<file path="src/rtl/sprite_anim_if.sv">
// Bundle between the scan/game side and the sprite animation controller.
// Handshake: there is no valid/ready pair; every field is a level sampled on each vga_clk posedge.
interface sprite_anim_if #(
    parameter int ADDR_W = 17,
    parameter int FIDX_W = 2,
    parameter int HOLD_W = 3
);
    logic [9:0]        DrawX;
    logic [9:0]        DrawY;
    logic              blank;
    logic [9:0]        pos_x;
    logic [9:0]        pos_y;
    logic              anim_en;
    logic              anim_start;
    logic [ADDR_W-1:0] rom_address;
    logic              sprite_on;
    logic [FIDX_W-1:0] frame_idx;
    logic              frame_tick;
    logic [1:0]        dbg_state;
    logic [HOLD_W-1:0] dbg_hold;

    modport master (
        output DrawX, DrawY, blank, pos_x, pos_y, anim_en, anim_start,
        input  rom_address, sprite_on, frame_idx, frame_tick, dbg_state, dbg_hold
    );

    modport slave (
        input  DrawX, DrawY, blank, pos_x, pos_y, anim_en, anim_start,
        output rom_address, sprite_on, frame_idx, frame_tick, dbg_state, dbg_hold
    );
endinterface

</file>
<file path="src/rtl/sprite_anim_ctrl.sv">
// Sprite animation/addressing controller: latches the sprite position once per frame,
// steps animation frames on frame ticks and emits a registered ROM address plus hit flag.
module sprite_anim_ctrl #(
    parameter int SPR_W      = 32,
    parameter int SPR_H      = 32,
    parameter int NUM_FRAMES = 4,
    parameter int FRAME_HOLD = 8,
    parameter int ADDR_W     = 17,
    parameter int FIDX_W     = (NUM_FRAMES > 1) ? $clog2(NUM_FRAMES) : 1,
    parameter int HOLD_W     = (FRAME_HOLD > 1) ? $clog2(FRAME_HOLD) : 1
) (
    input  logic          vga_clk,
    input  logic          reset_n,
    sprite_anim_if.slave  bus
);
    typedef enum logic [1:0] {
        IDLE  = 2'd0,
        RUN   = 2'd1,
        PAUSE = 2'd2
    } state_t;

    localparam logic [10:0]       SPR_W_L    = 11'(SPR_W);
    localparam logic [10:0]       SPR_H_L    = 11'(SPR_H);
    localparam logic [FIDX_W-1:0] LAST_FRAME = FIDX_W'(NUM_FRAMES - 1);
    localparam logic [HOLD_W-1:0] LAST_HOLD  = HOLD_W'(FRAME_HOLD - 1);

    state_t            state_q, state_d;
    logic [FIDX_W-1:0] frame_q, frame_d;
    logic [HOLD_W-1:0] hold_q, hold_d;
    logic [9:0]        lx_q, ly_q;
    logic              tick_q, tick_d;
    logic [ADDR_W-1:0] addr_q, addr_d;
    logic              on_q, on_d;
    logic [10:0]       dx, dy;
    logic              hit;

    assign tick_d = (bus.DrawX == 10'd0) && (bus.DrawY == 10'd480);

    always_ff @(posedge vga_clk) begin
        if (!reset_n) begin
            state_q <= IDLE;
            frame_q <= '0;
            hold_q  <= '0;
            lx_q    <= '0;
            ly_q    <= '0;
            tick_q  <= 1'b0;
            addr_q  <= '0;
            on_q    <= 1'b0;
        end else begin
            state_q <= state_d;
            frame_q <= frame_d;
            hold_q  <= hold_d;
            tick_q  <= tick_d;
            addr_q  <= addr_d;
            on_q    <= on_d;
            // Latch only at vertical blanking so a frame never tears.
            if (tick_q) begin
                lx_q <= bus.pos_x;
                ly_q <= bus.pos_y;
            end
        end
    end

    always_comb begin
        state_d = state_q;
        frame_d = frame_q;
        hold_d  = hold_q;
        if (bus.anim_start) begin
            state_d = RUN;
            frame_d = '0;
            hold_d  = '0;
        end else begin
            case (state_q)
                IDLE: begin
                    frame_d = '0;
                    hold_d  = '0;
                    if (bus.anim_en) state_d = RUN;
                end
                RUN: begin
                    if (tick_q) begin
                        if (hold_q == LAST_HOLD) begin
                            hold_d  = '0;
                            frame_d = (frame_q == LAST_FRAME) ? '0 : frame_q + 1'b1;
                        end else begin
                            hold_d = hold_q + 1'b1;
                        end
                    end
                    if (!bus.anim_en) state_d = PAUSE;
                end
                PAUSE: begin
                    if (bus.anim_en) state_d = RUN;
                end
                default: state_d = IDLE;
            endcase
        end
    end

    // Bit 10 is the borrow: a scan position left of / above the sprite never wraps into a hit.
    always_comb begin
        dx     = {1'b0, bus.DrawX} - {1'b0, lx_q};
        dy     = {1'b0, bus.DrawY} - {1'b0, ly_q};
        hit    = !dx[10] && !dy[10] && (dx < SPR_W_L) && (dy < SPR_H_L) && bus.blank;
        addr_d = '0;
        on_d   = 1'b0;
        if (hit) begin
            addr_d = ADDR_W'(frame_q) * ADDR_W'(SPR_W * SPR_H)
                   + ADDR_W'(dy) * ADDR_W'(SPR_W)
                   + ADDR_W'(dx);
            on_d   = 1'b1;
        end
    end

    assign bus.rom_address = addr_q;
    assign bus.sprite_on   = on_q;
    assign bus.frame_idx   = frame_q;
    assign bus.frame_tick  = tick_q;
    assign bus.dbg_state   = state_q;
    assign bus.dbg_hold    = hold_q;
endmodule

</file>
<file path="src/flat_wrapper.sv">
// flat-port wrapper written by rule: the top's interface ports become plain ports
module sprite_anim_ctrl_flat 
#(
    parameter int SPR_W      = 32,
    parameter int SPR_H      = 32,
    parameter int NUM_FRAMES = 4,
    parameter int FRAME_HOLD = 8,
    parameter int ADDR_W     = 17,
    parameter int FIDX_W     = (NUM_FRAMES > 1) ? $clog2(NUM_FRAMES) : 1,
    parameter int HOLD_W     = (FRAME_HOLD > 1) ? $clog2(FRAME_HOLD) : 1
)
  (vga_clk, reset_n, bus_DrawX, bus_DrawY, bus_blank, bus_pos_x, bus_pos_y, bus_anim_en, bus_anim_start, bus_rom_address, bus_sprite_on, bus_frame_idx, bus_frame_tick, bus_dbg_state, bus_dbg_hold);
  sprite_anim_if #(.ADDR_W(ADDR_W), .FIDX_W(FIDX_W), .HOLD_W(HOLD_W)) bus_i ();
  input  logic vga_clk;
  input  logic reset_n;
  input wire logic [$bits(bus_i.DrawX)-1:0] bus_DrawX;
  input wire logic [$bits(bus_i.DrawY)-1:0] bus_DrawY;
  input wire logic [$bits(bus_i.blank)-1:0] bus_blank;
  input wire logic [$bits(bus_i.pos_x)-1:0] bus_pos_x;
  input wire logic [$bits(bus_i.pos_y)-1:0] bus_pos_y;
  input wire logic [$bits(bus_i.anim_en)-1:0] bus_anim_en;
  input wire logic [$bits(bus_i.anim_start)-1:0] bus_anim_start;
  output wire logic [$bits(bus_i.rom_address)-1:0] bus_rom_address;
  output wire logic [$bits(bus_i.sprite_on)-1:0] bus_sprite_on;
  output wire logic [$bits(bus_i.frame_idx)-1:0] bus_frame_idx;
  output wire logic [$bits(bus_i.frame_tick)-1:0] bus_frame_tick;
  output wire logic [$bits(bus_i.dbg_state)-1:0] bus_dbg_state;
  output wire logic [$bits(bus_i.dbg_hold)-1:0] bus_dbg_hold;
  assign bus_i.DrawX = bus_DrawX;
  assign bus_i.DrawY = bus_DrawY;
  assign bus_i.blank = bus_blank;
  assign bus_i.pos_x = bus_pos_x;
  assign bus_i.pos_y = bus_pos_y;
  assign bus_i.anim_en = bus_anim_en;
  assign bus_i.anim_start = bus_anim_start;
  assign bus_rom_address = bus_i.rom_address;
  assign bus_sprite_on = bus_i.sprite_on;
  assign bus_frame_idx = bus_i.frame_idx;
  assign bus_frame_tick = bus_i.frame_tick;
  assign bus_dbg_state = bus_i.dbg_state;
  assign bus_dbg_hold = bus_i.dbg_hold;
  sprite_anim_ctrl #(.SPR_W(SPR_W), .SPR_H(SPR_H), .NUM_FRAMES(NUM_FRAMES), .FRAME_HOLD(FRAME_HOLD), .ADDR_W(ADDR_W), .FIDX_W(FIDX_W), .HOLD_W(HOLD_W)) u_core (.vga_clk(vga_clk), .reset_n(reset_n), .bus(bus_i));
endmodule
</file>
<file path="config.mk">
export PLATFORM = sky130hd
export DESIGN_NAME = sprite_anim_ctrl_flat
export DESIGN_NICKNAME = d
export VERILOG_FILES = /design/src/rtl/sprite_anim_if.sv /design/src/rtl/sprite_anim_ctrl.sv /design/src/flat_wrapper.sv
export SDC_FILE = /design/constraint.sdc
export NUM_CORES = 1
export LEC_CHECK = 0
export BUFFER_PORTS_ARGS = -buffer_cell sky130_fd_sc_hd__clkbuf_2
export CORE_MARGIN = 1
export CORE_UTILIZATION = 51
export DETAILED_ROUTE_END_ITERATION = 8
export PLACE_DENSITY = 0.81
export SLEW_MARGIN = 40
export SYNTH_ARGS = -nofsm -noshare
export SYNTH_HDL_FRONTEND = slang
export SYNTH_SLANG_ARGS = --single-unit
</file>
<file path="constraint.sdc">
create_clock -name vga_clk -period 3.9 [get_ports vga_clk]
set_clock_uncertainty 0.2 [all_clocks]
set_input_delay 0.195 -clock vga_clk [delete_from_list [all_inputs] [get_ports vga_clk]]
set_output_delay 0.195 -clock vga_clk [all_outputs]
set_load 0.02 [all_outputs]
</file>
==> results.txt, run 1 <==
----------------------------------------------------
[Outcome]
  Result of the run ... finished clean

[Yosys]
  Largest area contributor in the synthesized netlist ... dfxtp_1
  Biggest area contributors in the synthesized netlist ... dfxtp_1, ha_1, mux2i_1
  Proportion of synthesized chip area in sequential cells ... 0.292
  Share of Yosys cell area claimed by the top area cell type ... 0.292
  Yosys cell types ... 54
  Gate count after technology mapping ... 350
  Synthesized area ... 0.00316 mm^2
  Register bit count reported by yosys ... between 40 and 50
  Leading register cell type out of synthesis ... dfxtp_1
  Number of flops mapped to enable cells by yosys ... 0
  Yosys warnings ... 0
  Share of synthesized registers carrying an async set or reset ... 0
  Average instance area after synthesis ... 9.02 um^2

[Critical path]
  Highest fanout seen on the critical path ... 3
  Total buffers and inverters traversed by the critical path ... 2
  Worst setup path category ... flip-flop to flip-flop
  Required time of the critical path ... 3910 ps
  CP max stage delay ... 400 ps
  Cell seen most often among critical-path stages ... ha_1
  Kind of cell adding the most delay to the critical path ... adder cells
  Type of element capturing the critical path ... flip-flop
  Critical path data arrival time ... 3670 ps
  Critical path startpoint category ... flip-flop
  Slowest cell on the critical path ... fa_1
  Cell breakdown of the critical path ... ha_1 > inv_1 > fa_1 > a21o_1 > a221oi_2 > xnor2_2 > ha_1 > ha_1 > inv_1 > fa_1 > nor2b_1 > o21ai_0 > nand2_1 > a21oi_1 > o311a_1 > nor4_2

[Die]
  Die Ht ... between 80 and 90 um
  Site row count ... 28
  Number of top-level pins ... 71
  Horiz. Die Dim ... just over 80 um
  Core outline area ... ~0.0060 mm^2
  Starting density of the core ... 0.530
  Area of the die ... ~0.0065 mm^2

[Cells and area]
  Antenna diode count ... 0
  Layout cell share with drive strength beyond 1 ... 0.228
  Leading cell type in the layout, fill and taps excluded ... clkbuf_2
  Most frequent cells in the layout ... clkbuf_2, dfxtp_1, inv_1
  Number of nets at the end of the flow ... around 530
  Growth of design area from synthesis to finish ... 24.1%

[Clock tree]
  Count of hold-fix buffers inserted at cts ... 24
  H-tree Lvls ... 2
  Post-CTS setup repair buffer count ... 0
  TritonCTS clock tree ... yes
  Clock buffer count from CTS ... 5
  Total clock sinks ... 46
  Largest buffer count on any clock path ... 2
  Clk Tree Root Cell ... clkbuf_8
  Later-pin clock latency in the skew report ... about 300 ps
  Number of gates given a new drive strength after cts ... 0
  Clock transition at the registers of the reported paths ... 80 ps

[Placed design]
  IO buf count ... 70
  GP Congestion ... 0.855
  DP HPWL ... 5230 um

[GRT]
  Number of antenna violations at the first check in global routing ... 0
  Maximum number of pins on one net before global-route repair ... 25
  Wire length of the first global-routing pass ... between 10000 and 15000 um
  GRT Resource Usage Total ... 0.219
  Total congestion overflow ... 0
  Number of global-route vias before repair ... 2611

[Run]
  Count of max-cap constraint violations ... 0

[Pwr]
  Total power density per cell area ... roughly 280 mW/mm^2
  Peak supply drop ... 0.185 mV
  Reported leakage power ... around 1.7 nW

[Timing]
  Headroom to the max-slew limit ... 0.640
  Final setup violation count ... 0
  Max-slew violation total from the final report ... 0
  Maximum achievable frequency ... approximately 0.27 GHz
  Setup TNS ... 0 ps
  Worst hold margin ... slightly below 90 ps
  Part of the cycle the worst path needs ... 0.938
  Minimum period implied by the final worst setup slack ... 3660 ps
  RSZ-0062 raised after global routing ... false
  Transition at the pin with the smallest max-transition slack ... 540 ps
  Count of final hold-check violations ... 0

[Route]
  Vias/cell ... 5.33
  Remaining number of nets flagged by the antenna check after routing ... 0
  Total routed wirelength ... 6800 um
  Drc violations ... 0
  Initial DRT Pass Iterations ... 4
  Routed len/inst ... 13.0 um
  Detailed Route Iter0 Violations ... 126
  Number of vias in the routed layout ... 2789

[Hold path]
  Worst min path class ... input port to flip-flop

----------------------------------------------------
## routing by layer
layer / up-vias / GRT usage / wire length, um
met5: - / 0 / 0
met4: 0 / 0.0714 / 112
met3: 10 / 0.0409 / 269
met2: 65 / 0.380 / 3420
met1: 1286 / 0.269 / 3000
li1: 1428 / - / -
## where the power goes
group | internal [mW] | switching [mW] | total [mW]
sequential | 0.472 | 0.00278 | 0.475
combinational | 0.140 | 0.162 | 0.302
clock | 0.143 | 0.158 | 0.301
## registers in the layout, indices dropped and copies added (netlist names)
| register | count |
|---|---|
| u_core.ly_q | 10 |
| u_core.bus.frame_idx | 2 |
| u_core.bus.dbg_hold | 3 |
| u_core.lx_q | 10 |
| u_core.bus.sprite_on | 1 |
| u_core.bus.frame_tick | 1 |
| u_core.bus.dbg_state | 2 |
| u_core.bus.rom_address | 17 |
## path summary, 6_finish.rpt
| check | startpoint | end | slack [ps] | depth (start not counted) |
|---|---|---|---|---|
| max | u_core.lx_q[0] | u_core.bus.rom_address[12] | 240 | 16 |
| min | bus_DrawX[0] | u_core.bus.rom_address[0] | 90 | 4 |
| max reg2reg | u_core.lx_q[0] | u_core.bus.rom_address[12] | 240 | 16 |
| min reg2reg | u_core.lx_q[3] | u_core.lx_q[3] | 320 | 2 |
## synthesized netlist by cell type, types with 2 or more instances
cell      count
a211o_1       2
a211oi_1      2
a211oi_2      2
a21o_1       11
a21oi_1      24
a31oi_1       2
a32oi_1       2
buf_6         2
clkbuf_1      6
dfxtp_1      46
fa_1          3
ha_1         36
inv_1        37
mux2i_1      22
nand2_1      13
nand2b_1      7
nand3_1       2
nand4_1       2
nor2_1       20
nor2b_1      24
nor3_1        4
nor3b_1       2
nor4_1        7
nor4_2        9
nor4b_1       2
o211ai_1      4
o21a_1        2
o21ai_0      12
o22ai_1       2
xnor2_1       9
xor2_1        9
## logic make-up after synthesis
family / after synthesis / share of synthesized area
compound gates: 76 / 0.164
xor+xnor: 19 / 0.0551
fa+ha+maj: 39 / 0.162
buf+inv: 48 / 0.0634
flops: 46 / 0.292
mux: 22 / 0.0697
other cells: 1 / 0.00119
simple gates: 99 / 0.193
## cell type report
class                      instances  area (um^2)
clock buffer                       7         86.3
clock inverter                     1         5.00
fill                             492         2040
inverter                          37          139
multi-input combinational        258         2040
sequential                        46          922
tap                               75         93.8
timing repair buffer              99          628
## worst register-to-register path, stage by stage (launching register included)
cell and delay, ps:
dfxtp_1 340, ha_1 150, inv_1 50, fa_1 400, a21o_1 210, a221oi_2 320, xnor2_2 130, ha_1 300
ha_1 170, inv_1 50, fa_1 400, nor2b_1 130, o21ai_0 80, nand2_1 120, a21oi_1 80, o311a_1 310
nor4_2 120
## stage by stage
step	worst slack, ps	utilization	power, mW	cell area [um^2]	instances
CTS	234	0.658	1.09	3920	523
floorplan	524	-	0.695	3170	352
global placement	368	0.602	0.760	3590	491
detailed placement	241	0.602	0.766	3590	491
finish	243	0.658	1.08	3920	523
global route	37.4	0.658	1.14	3920	523
(Power assumes the default switching activity.)
==> inputs of run 2 (changes only) <==
--- a/config.mk
+++ b/config.mk
@@ -5,11 +5,12 @@
 export SDC_FILE = /design/constraint.sdc
 export NUM_CORES = 1
 export LEC_CHECK = 0
-export BUFFER_PORTS_ARGS = -buffer_cell sky130_fd_sc_hd__clkbuf_2
+export ABC_AREA = 1
 export CORE_MARGIN = 1
 export CORE_UTILIZATION = 51
 export DETAILED_ROUTE_END_ITERATION = 8
-export PLACE_DENSITY = 0.81
+export DONT_BUFFER_PORTS = 1
+export PLACE_DENSITY = 0.74
 export SLEW_MARGIN = 40
 export SYNTH_ARGS = -nofsm -noshare
 export SYNTH_HDL_FRONTEND = slang
==> constraint.sdc (replaced) <==
create_clock -name vga_clk -period 3.09 [get_ports vga_clk]
set_clock_uncertainty 0.2 [all_clocks]
set_input_delay 0.1545 -clock vga_clk [delete_from_list [all_inputs] [get_ports vga_clk]]
set_output_delay 0.1545 -clock vga_clk [all_outputs]
set_load 0.02 [all_outputs]
==> run 2 against run 1 <==
Net effect:
- the run now ends with setup timing left
- critical path type unchanged
- design area increased by 11%
- register-to-register slack got worse by 280 ps
- die area increased by 0.35%
- maximum frequency increased by 17%
- critical path depth increased by 2
- largest power group unchanged
- count of clock-buffer cells in the layout decreased by 2
- sequential cell count unchanged
- area after synthesis increased by 0.36%
- highest routed layer unchanged
- worst hold slack got worse by 31 ps
- clock power increased by 36%
- non-clock buffer count decreased by 17
==> results.txt, run 2 <==
----------------------------------------------------
[Outcome]
  Result of the run ... finished with violations
  Violations in the final reports ... setup timing

[Die]
  Die Ht ... 80.8 um
  Starting density of the core ... 0.532
  Number of top-level pins ... between 70 and 80
  Horiz. Die Dim ... approximately 81 um
  Area of the die ... roughly 0.0065 mm^2
  Core outline area ... 0.00596 mm^2
  Site row count ... 28

[Cells and area]
  Fill cells ... 410
  Leading cell type in the layout, fill and taps excluded ... nand2_1
  Number of nets at the end of the flow ... 592
  Most frequent cells in the layout ... nand2_1, inv_1, buf_4
  Growth of design area from synthesis to finish ... 37.6%
  Final core utilization ... 0.732
  Flip-flop count of the largest register after layout ... 17
  Layout cell share with drive strength beyond 1 ... 0.303
  Number of cells in the finished layout apart from fillers ... approximately 600
  Antenna diode count ... 0

[Pwr]
  Overall power ... 1.56 mW
  Combinational cell fraction of total power ... 0.348
  Design internal power ... 1.03 mW
  Switching part of the total ... 0.335
  Clock Power Share ... 0.263
  Total power density per cell area ... 357 mW/mm^2
  Reported leakage power ... just under 2 nW
  Portion of total power attributed to sequential cells ... 0.389
  Switching Power ... 522 uW
  Peak supply drop ... 0.306 mV

[Timing]
  Maximum achievable frequency ... 0.319 GHz
  Minimum period implied by the final worst setup slack ... roughly 3100 ps
  Setup TNS ... -41.6 ps
  Final setup violation count ... 1
  Transition at the pin with the smallest max-transition slack ... 549 ps
  Final worst setup slack ... -41.6 ps
  Max-slew violation total from the final report ... 0
  RSZ-0062 raised after global routing ... true
  Headroom to the max-slew limit ... 0.633
  Count of final hold-check violations ... 0
  Part of the cycle the worst path needs ... 1.01

[Route]
  Detailed Route Iter0 Violations ... 242
  Initial DRT Pass Iterations ... 6
  Total routed wirelength ... 8530 um
  Number of vias in the routed layout ... 3085
  Routed len/inst ... approximately 15 um
  Remaining number of nets flagged by the antenna check after routing ... 0
  Vias/cell ... between 5 and 6
  Drc violations ... 0

[Clock tree]
  Later-pin clock latency in the skew report ... 310 ps
  H-tree Lvls ... 2
  Clock buffer count from CTS ... 5
  Largest buffer count on any clock path ... 2
  TritonCTS clock tree ... yes
  Clock transition at the registers of the reported paths ... ~100 ps
  Total clock sinks ... 46
  Clk Tree Root Cell ... clkbuf_8

[Critical path]
  Critical path data arrival time ... 3120 ps
  Highest fanout seen on the critical path ... 4
  Total buffers and inverters traversed by the critical path ... 3
  Critical path startpoint category ... flip-flop
  Slowest cell on the critical path ... dfxtp_2
  Total number of cells along the worst setup path ... 18
  Required time of the critical path ... 3080 ps
  Worst setup path category ... flip-flop to flip-flop
  Cell breakdown of the critical path ... ha_4 > inv_2 > fa_2 > nand2_2 > nand3_2 > nand2_2 > and2_4 > inv_2 > ha_4 > ha_4 > inv_2 > fa_2 > o21ai_2 > a21oi_2 > nor2_1 > nor2_1 > xor2_1 > nor2_4
  Origin of the worst setup path ... u_core.lx_q[0]
  Kind of cell adding the most delay to the critical path ... adder cells
  CP max stage delay ... approximately 370 ps
  Source of the worst register-to-register timing path ... u_core.lx_q[0]
  Type of element capturing the critical path ... flip-flop
  Worst Reg-to-Reg Cells ... 18

[Yosys]
  Share of Yosys cell area claimed by the top area cell type ... 0.291
  Commonest cells in the netlist ... nand2_1, inv_1, dfxtp_1
  Register bit count reported by yosys ... 46
  Gate count after technology mapping ... 424
  Yosys warnings ... 0
  Proportion of synthesized chip area in sequential cells ... 0.291
  Share of synthesized registers carrying an async set or reset ... 0
  Biggest area contributors in the synthesized netlist ... dfxtp_1, ha_1, nand2_1
  Most repeated cell in the gate-level netlist after synthesis ... nand2_1
  Average instance area after synthesis ... approximately 7.5 um^2
  Leading register cell type out of synthesis ... dfxtp_1
  Number of flops mapped to enable cells by yosys ... 0
  Yosys cell types ... 34
  Largest area contributor in the synthesized netlist ... dfxtp_1
  Synthesized area ... 0.00317 mm^2

[Placed design]
  Setup Slack @ Placement ... -149 ps
  IO buf count ... 0
  DP HPWL ... 5620 um
  GP Congestion ... 0.875
  Number of instances in the placed design ... between 500 and 600

[Hold path]
  Start point of the worst min-delay path ... bus_DrawX[3]
  Worst min path class ... input port to flip-flop
  Worst Hold Depth ... 4

[GRT]
  Total congestion overflow ... 0
  Maximum number of pins on one net before global-route repair ... 39
  Number of antenna violations at the first check in global routing ... 0
  Number of global-route vias before repair ... 2847
  Wire length of the first global-routing pass ... 12800 um
  GRT Resource Usage Total ... 0.258

[Run]
  Count of max-cap constraint violations ... 0

----------------------------------------------------
==> run 2: cell count changes after synthesis, moves of 10 or more <==
cell and change:
nand2_1 +60, inv_1 +32, nor2b_1 -24, mux2i_1 -22, nor2_1 +17, nand3_1 +16
a21oi_1 +12, nor2_4 +11, a21o_1 -10, nand2_2 +10, o21ai_0 +10
==> run 2: routing by layer <==
metal | track usage | wire length [um] | vias up
li1 | - | - | 1536
met1 | 0.313 | 3470 | 1404
met2 | 0.443 | 4260 | 111
met3 | 0.0483 | 441 | 34
met4 | 0.107 | 364 | 0
met5 | 0 | 0 | -
==> run 2: tightest hold or removal path, delay by kind of cell <==
kind	cells	cell delay, ps
xor+xnor	1	60
fa+ha+maj	1	130
buf+inv	1	110
simple gates	1	90
==> run 2: logic make-up after synthesis <==
kind of cell | after synthesis | share of synthesized area
AOI/OAI and AO/OA | 67 | 0.113
xor gates and xnor gates | 15 | 0.0415
adders and majority gates | 39 | 0.161
buffers and inverters | 77 | 0.0963
DFF | 46 | 0.291
other | 1 | 0.00118
and+or+nand+nor | 179 | 0.297
==> run 2: area by class of cell <==
class	count	area [um^2]	area share
Sequential cell	46	925	0.212
Clock inverter	3	26.3	0.00602
Timing Repair Buffer	82	688	0.158
Tap cell	75	93.8	0.0215
Clock buffer	5	68.8	0.0158
Multi-Input combinational cell	303	2300	0.527
Inverter	70	263	0.0602
==> run 2: power by group through the flow <==
stage	combinational, mW	clock, mW	sequential (mW)
final	0.542	0.409	0.605
after global routing	0.591	0.440	0.606
after CTS	0.480	0.415	0.605
after detailed placement	0.372	0	0.619
after global placement	0.362	0	0.619
after floorplan	0.272	0	0.618
==> run 2: timing repair <==
action,in CTS,in global routing
gates resized for setup,27,35
endpoints found under the hold margin,30,0
endpoints found under the setup margin,4,4
pin swaps,20,19
setup buffers,10,2
hold buffers,29,0
==> run 2: through the flow <==
stage / area (um^2) / hold slack [ps]
after floorplan: 3180 / 30.6
after global placement: 3560 / 33.5
after detailed placement: 3560 / 34.6
after CTS: 4190 / 51.5
after global routing: 4360 / 82.4
final: 4360 / 58.8
==> run 2: final timing paths <==
path,to,slack [ps]
min reg2reg,u_core.ly_q[5],270
max,u_core.bus.rom_address[12],-40
min,u_core.bus.rom_address[3],60
max reg2reg,u_core.bus.rom_address[12],-40
==> inputs of run 3 (changes only) <==
==> constraint.sdc (replaced) <==
create_clock -name vga_clk -period 3.09 [get_ports vga_clk]
set_clock_uncertainty 0.2 [all_clocks]
set_input_delay 0.4635 -clock vga_clk [delete_from_list [all_inputs] [get_ports vga_clk]]
set_output_delay 0.4635 -clock vga_clk [all_outputs]
set_load 0.02 [all_outputs]
==> run 3 against run 2 <==
Net effect:
- the run still ends with setup timing left
- count of clock-buffer cells in the layout is the same
- combinational power shrank 4.1%
- wire length decreased by 6.5%
- critical path depth unchanged
- first-iteration DRC count decreased by 29%
- sequential share of layout area grew 1.1 points
- largest power group unchanged
- global-route usage is 1.1 points lower
- highest routed layer unchanged
- utilization decreased by 3.6 points
- power rose by 7.0%
- worst hold slack worse by 30 ps
==> results.txt, run 3 (synthesis results as in run 2) <==
----------------------------------------------------
[Outcome]
  Result of the run ... finished with violations
  Violations in the final reports ... setup timing

[Route]
  Drc violations ... 0
  Initial DRT Pass Iterations ... 4
  Detailed Route Iter0 Violations ... 172
  Remaining number of nets flagged by the antenna check after routing ... 0
  Vias/cell ... approximately 5.3
  Routed len/inst ... 14.4 um
  Total routed wirelength ... 7980 um
  Number of vias in the routed layout ... 2958

[Timing]
  RSZ-0062 raised after global routing ... true
  Minimum period implied by the final worst setup slack ... between 3000 and 4000 ps
  Part of the cycle the worst path needs ... 1.03
  Final worst setup slack ... -82.8 ps
  Max-slew violation total from the final report ... 0
  Maximum achievable frequency ... 0.315 GHz
  Setup TNS ... -82.8 ps
  Worst hold margin ... 29.1 ps
  Final setup violation count ... 1
  Count of final hold-check violations ... 0

[Placed design]
  IO buf count ... 0
  GP Congestion ... between 0.8 and 0.9
  DP HPWL ... between 5000 and 6000 um
  Setup Slack @ Placement ... -198 ps

[Critical path]
  Type of element capturing the critical path ... flip-flop
  Required time of the critical path ... between 3000 and 4000 ps
  Cell seen most often among critical-path stages ... ha_4
  Worst setup path category ... flip-flop to flip-flop
  Cell breakdown of the critical path ... ha_4 > inv_4 > fa_2 > nand2_2 > nand3_2 > nand2_2 > and2_4 > inv_2 > ha_4 > ha_4 > inv_2 > fa_2 > o21ai_2 > a21oi_2 > nor2_1 > nor2_1 > xor2_1 > nor2_4
  Reg2reg end ... u_core.bus.rom_address[12]
  Critical path data arrival time ... 3170 ps
  Total buffers and inverters traversed by the critical path ... 3
  Source of the worst register-to-register timing path ... u_core.lx_q[0]
  Minimum setup slack among reg-to-reg paths ... -80 ps
  Total number of cells along the worst setup path ... 18
  Kind of cell adding the most delay to the critical path ... adder cells
  Highest fanout seen on the critical path ... 3
  CP max stage delay ... 420 ps
  Worst Reg-to-Reg Cells ... 18
  Slowest cell on the critical path ... fa_2
  Critical path startpoint category ... flip-flop

[Clock tree]
  Largest buffer count on any clock path ... 2
  Count of hold-fix buffers inserted at cts ... 0
  Clk Tree Root Cell ... clkbuf_8
  TritonCTS clock tree ... yes
  H-tree Lvls ... 2
  Clock buffer count from CTS ... 5
  Later-pin clock latency in the skew report ... 310 ps
  Total clock sinks ... 46
  Clock transition at the registers of the reported paths ... roughly 90 ps

[Cells and area]
  Antenna diode count ... 0
  Layout cell share with drive strength beyond 1 ... 0.331
  Leading cell type in the layout, fill and taps excluded ... nand2_1
  Growth of design area from synthesis to finish ... 30.9%
  Number of nets at the end of the flow ... 561
  Flip-flop count of the largest register after layout ... 17
  Most frequent cells in the layout ... nand2_1, inv_1, buf_4

[Pwr]
  Peak supply drop ... between 0.2 and 0.3 mV
  Total power density per cell area ... between 400 and 500 mW/mm^2
  Reported leakage power ... 1.82 nW

[Die]
  Area of the die ... 0.00653 mm^2
  Site row count ... 28
  Horiz. Die Dim ... 80.8 um
  Starting density of the core ... 0.532
  Core outline area ... about 0.0060 mm^2
  Die Ht ... 80.8 um
  Number of top-level pins ... 71

[Hold path]
  Worst min path class ... input port to flip-flop
  Start point of the worst min-delay path ... bus_anim_en
  Sink of the worst hold path ... u_core.bus.dbg_state[1]
  Worst Hold Depth ... 1

[Run]
  Count of max-cap constraint violations ... 0

[GRT]
  Number of antenna violations at the first check in global routing ... 0
  Total congestion overflow ... 0
  Number of global-route vias before repair ... 2751
  Maximum number of pins on one net before global-route repair ... 39
  GRT Resource Usage Total ... 0.247
  Wire length of the first global-routing pass ... 12400 um

----------------------------------------------------
[run 3: cell types whose count changed in the layout (fill, tap and decap cells not counted), sizes merged]
cell,delta
buf,-2
bufinv,+2
clkinv,+1
dlygate4sd3,-29
inv,-3
[run 3: how the worst max path moves through the flow]
stage / startpoint / endpoint / slack [ps]
5_1_grt: u_core.lx_q[0] / u_core.bus.rom_address[12] / -260
2_1_floorplan: bus_DrawX[0] / u_core.bus.rom_address[12] / -110
4_1_cts: u_core.lx_q[0] / u_core.bus.rom_address[12] / -20
6_report: u_core.lx_q[0] / u_core.bus.rom_address[12] / -80
3_5_place_dp: bus_DrawX[2] / u_core.bus.rom_address[12] / -200
3_3_place_gp: bus_DrawY[0] / u_core.bus.rom_address[12] / -170
[run 3: routing by layer]
metal | GRT usage | wire length [um] | part of all wire
met5 | 0 | 0 | 0
met4 | 0.0821 | 256 | 0.032
met3 | 0.0539 | 445 | 0.056
met2 | 0.424 | 3830 | 0.48
met1 | 0.302 | 3450 | 0.43
[run 3: timing repair]
| item | in CTS | in global routing |
|---|---|---|
| gates cloned | 0 | 0 |
| pin swaps | 3 | 20 |
| buffers inserted | 1 | 6 |
| endpoints found under the setup margin | 2 | 5 |
| resized for setup | 15 | 39 |
[run 3: final cells by class]
class	count	area, um^2
clock inverters	3	68.8
repair buffers	51	387
multi-input cells	303	2330
fillers	455	1810
clock buffers	5	68.8
well taps	75	93.8
flip-flops and latches	46	923
inverters	70	278
[run 3: stage by stage]
step | area (um^2) | std cells | utilization | power, mW
after floorplan | 3260 | 426 | - | 0.910
after global placement | 3640 | 538 | 0.612 | 1.01
after detailed placement | 3640 | 538 | 0.612 | 1.02
after CTS | 3900 | 547 | 0.655 | 1.58
after global routing | 4150 | 553 | 0.696 | 1.74
final | 4150 | 553 | 0.696 | 1.66
[run 3: power by group]
part           leakage, nW  internal [mW]  switching, mW  total (mW)
registers            0.373          0.596        0.00850       0.605
clock network       0.0683          0.324          0.216       0.540
logic                 1.37          0.250          0.270       0.520
total                 1.82           1.17          0.494        1.66
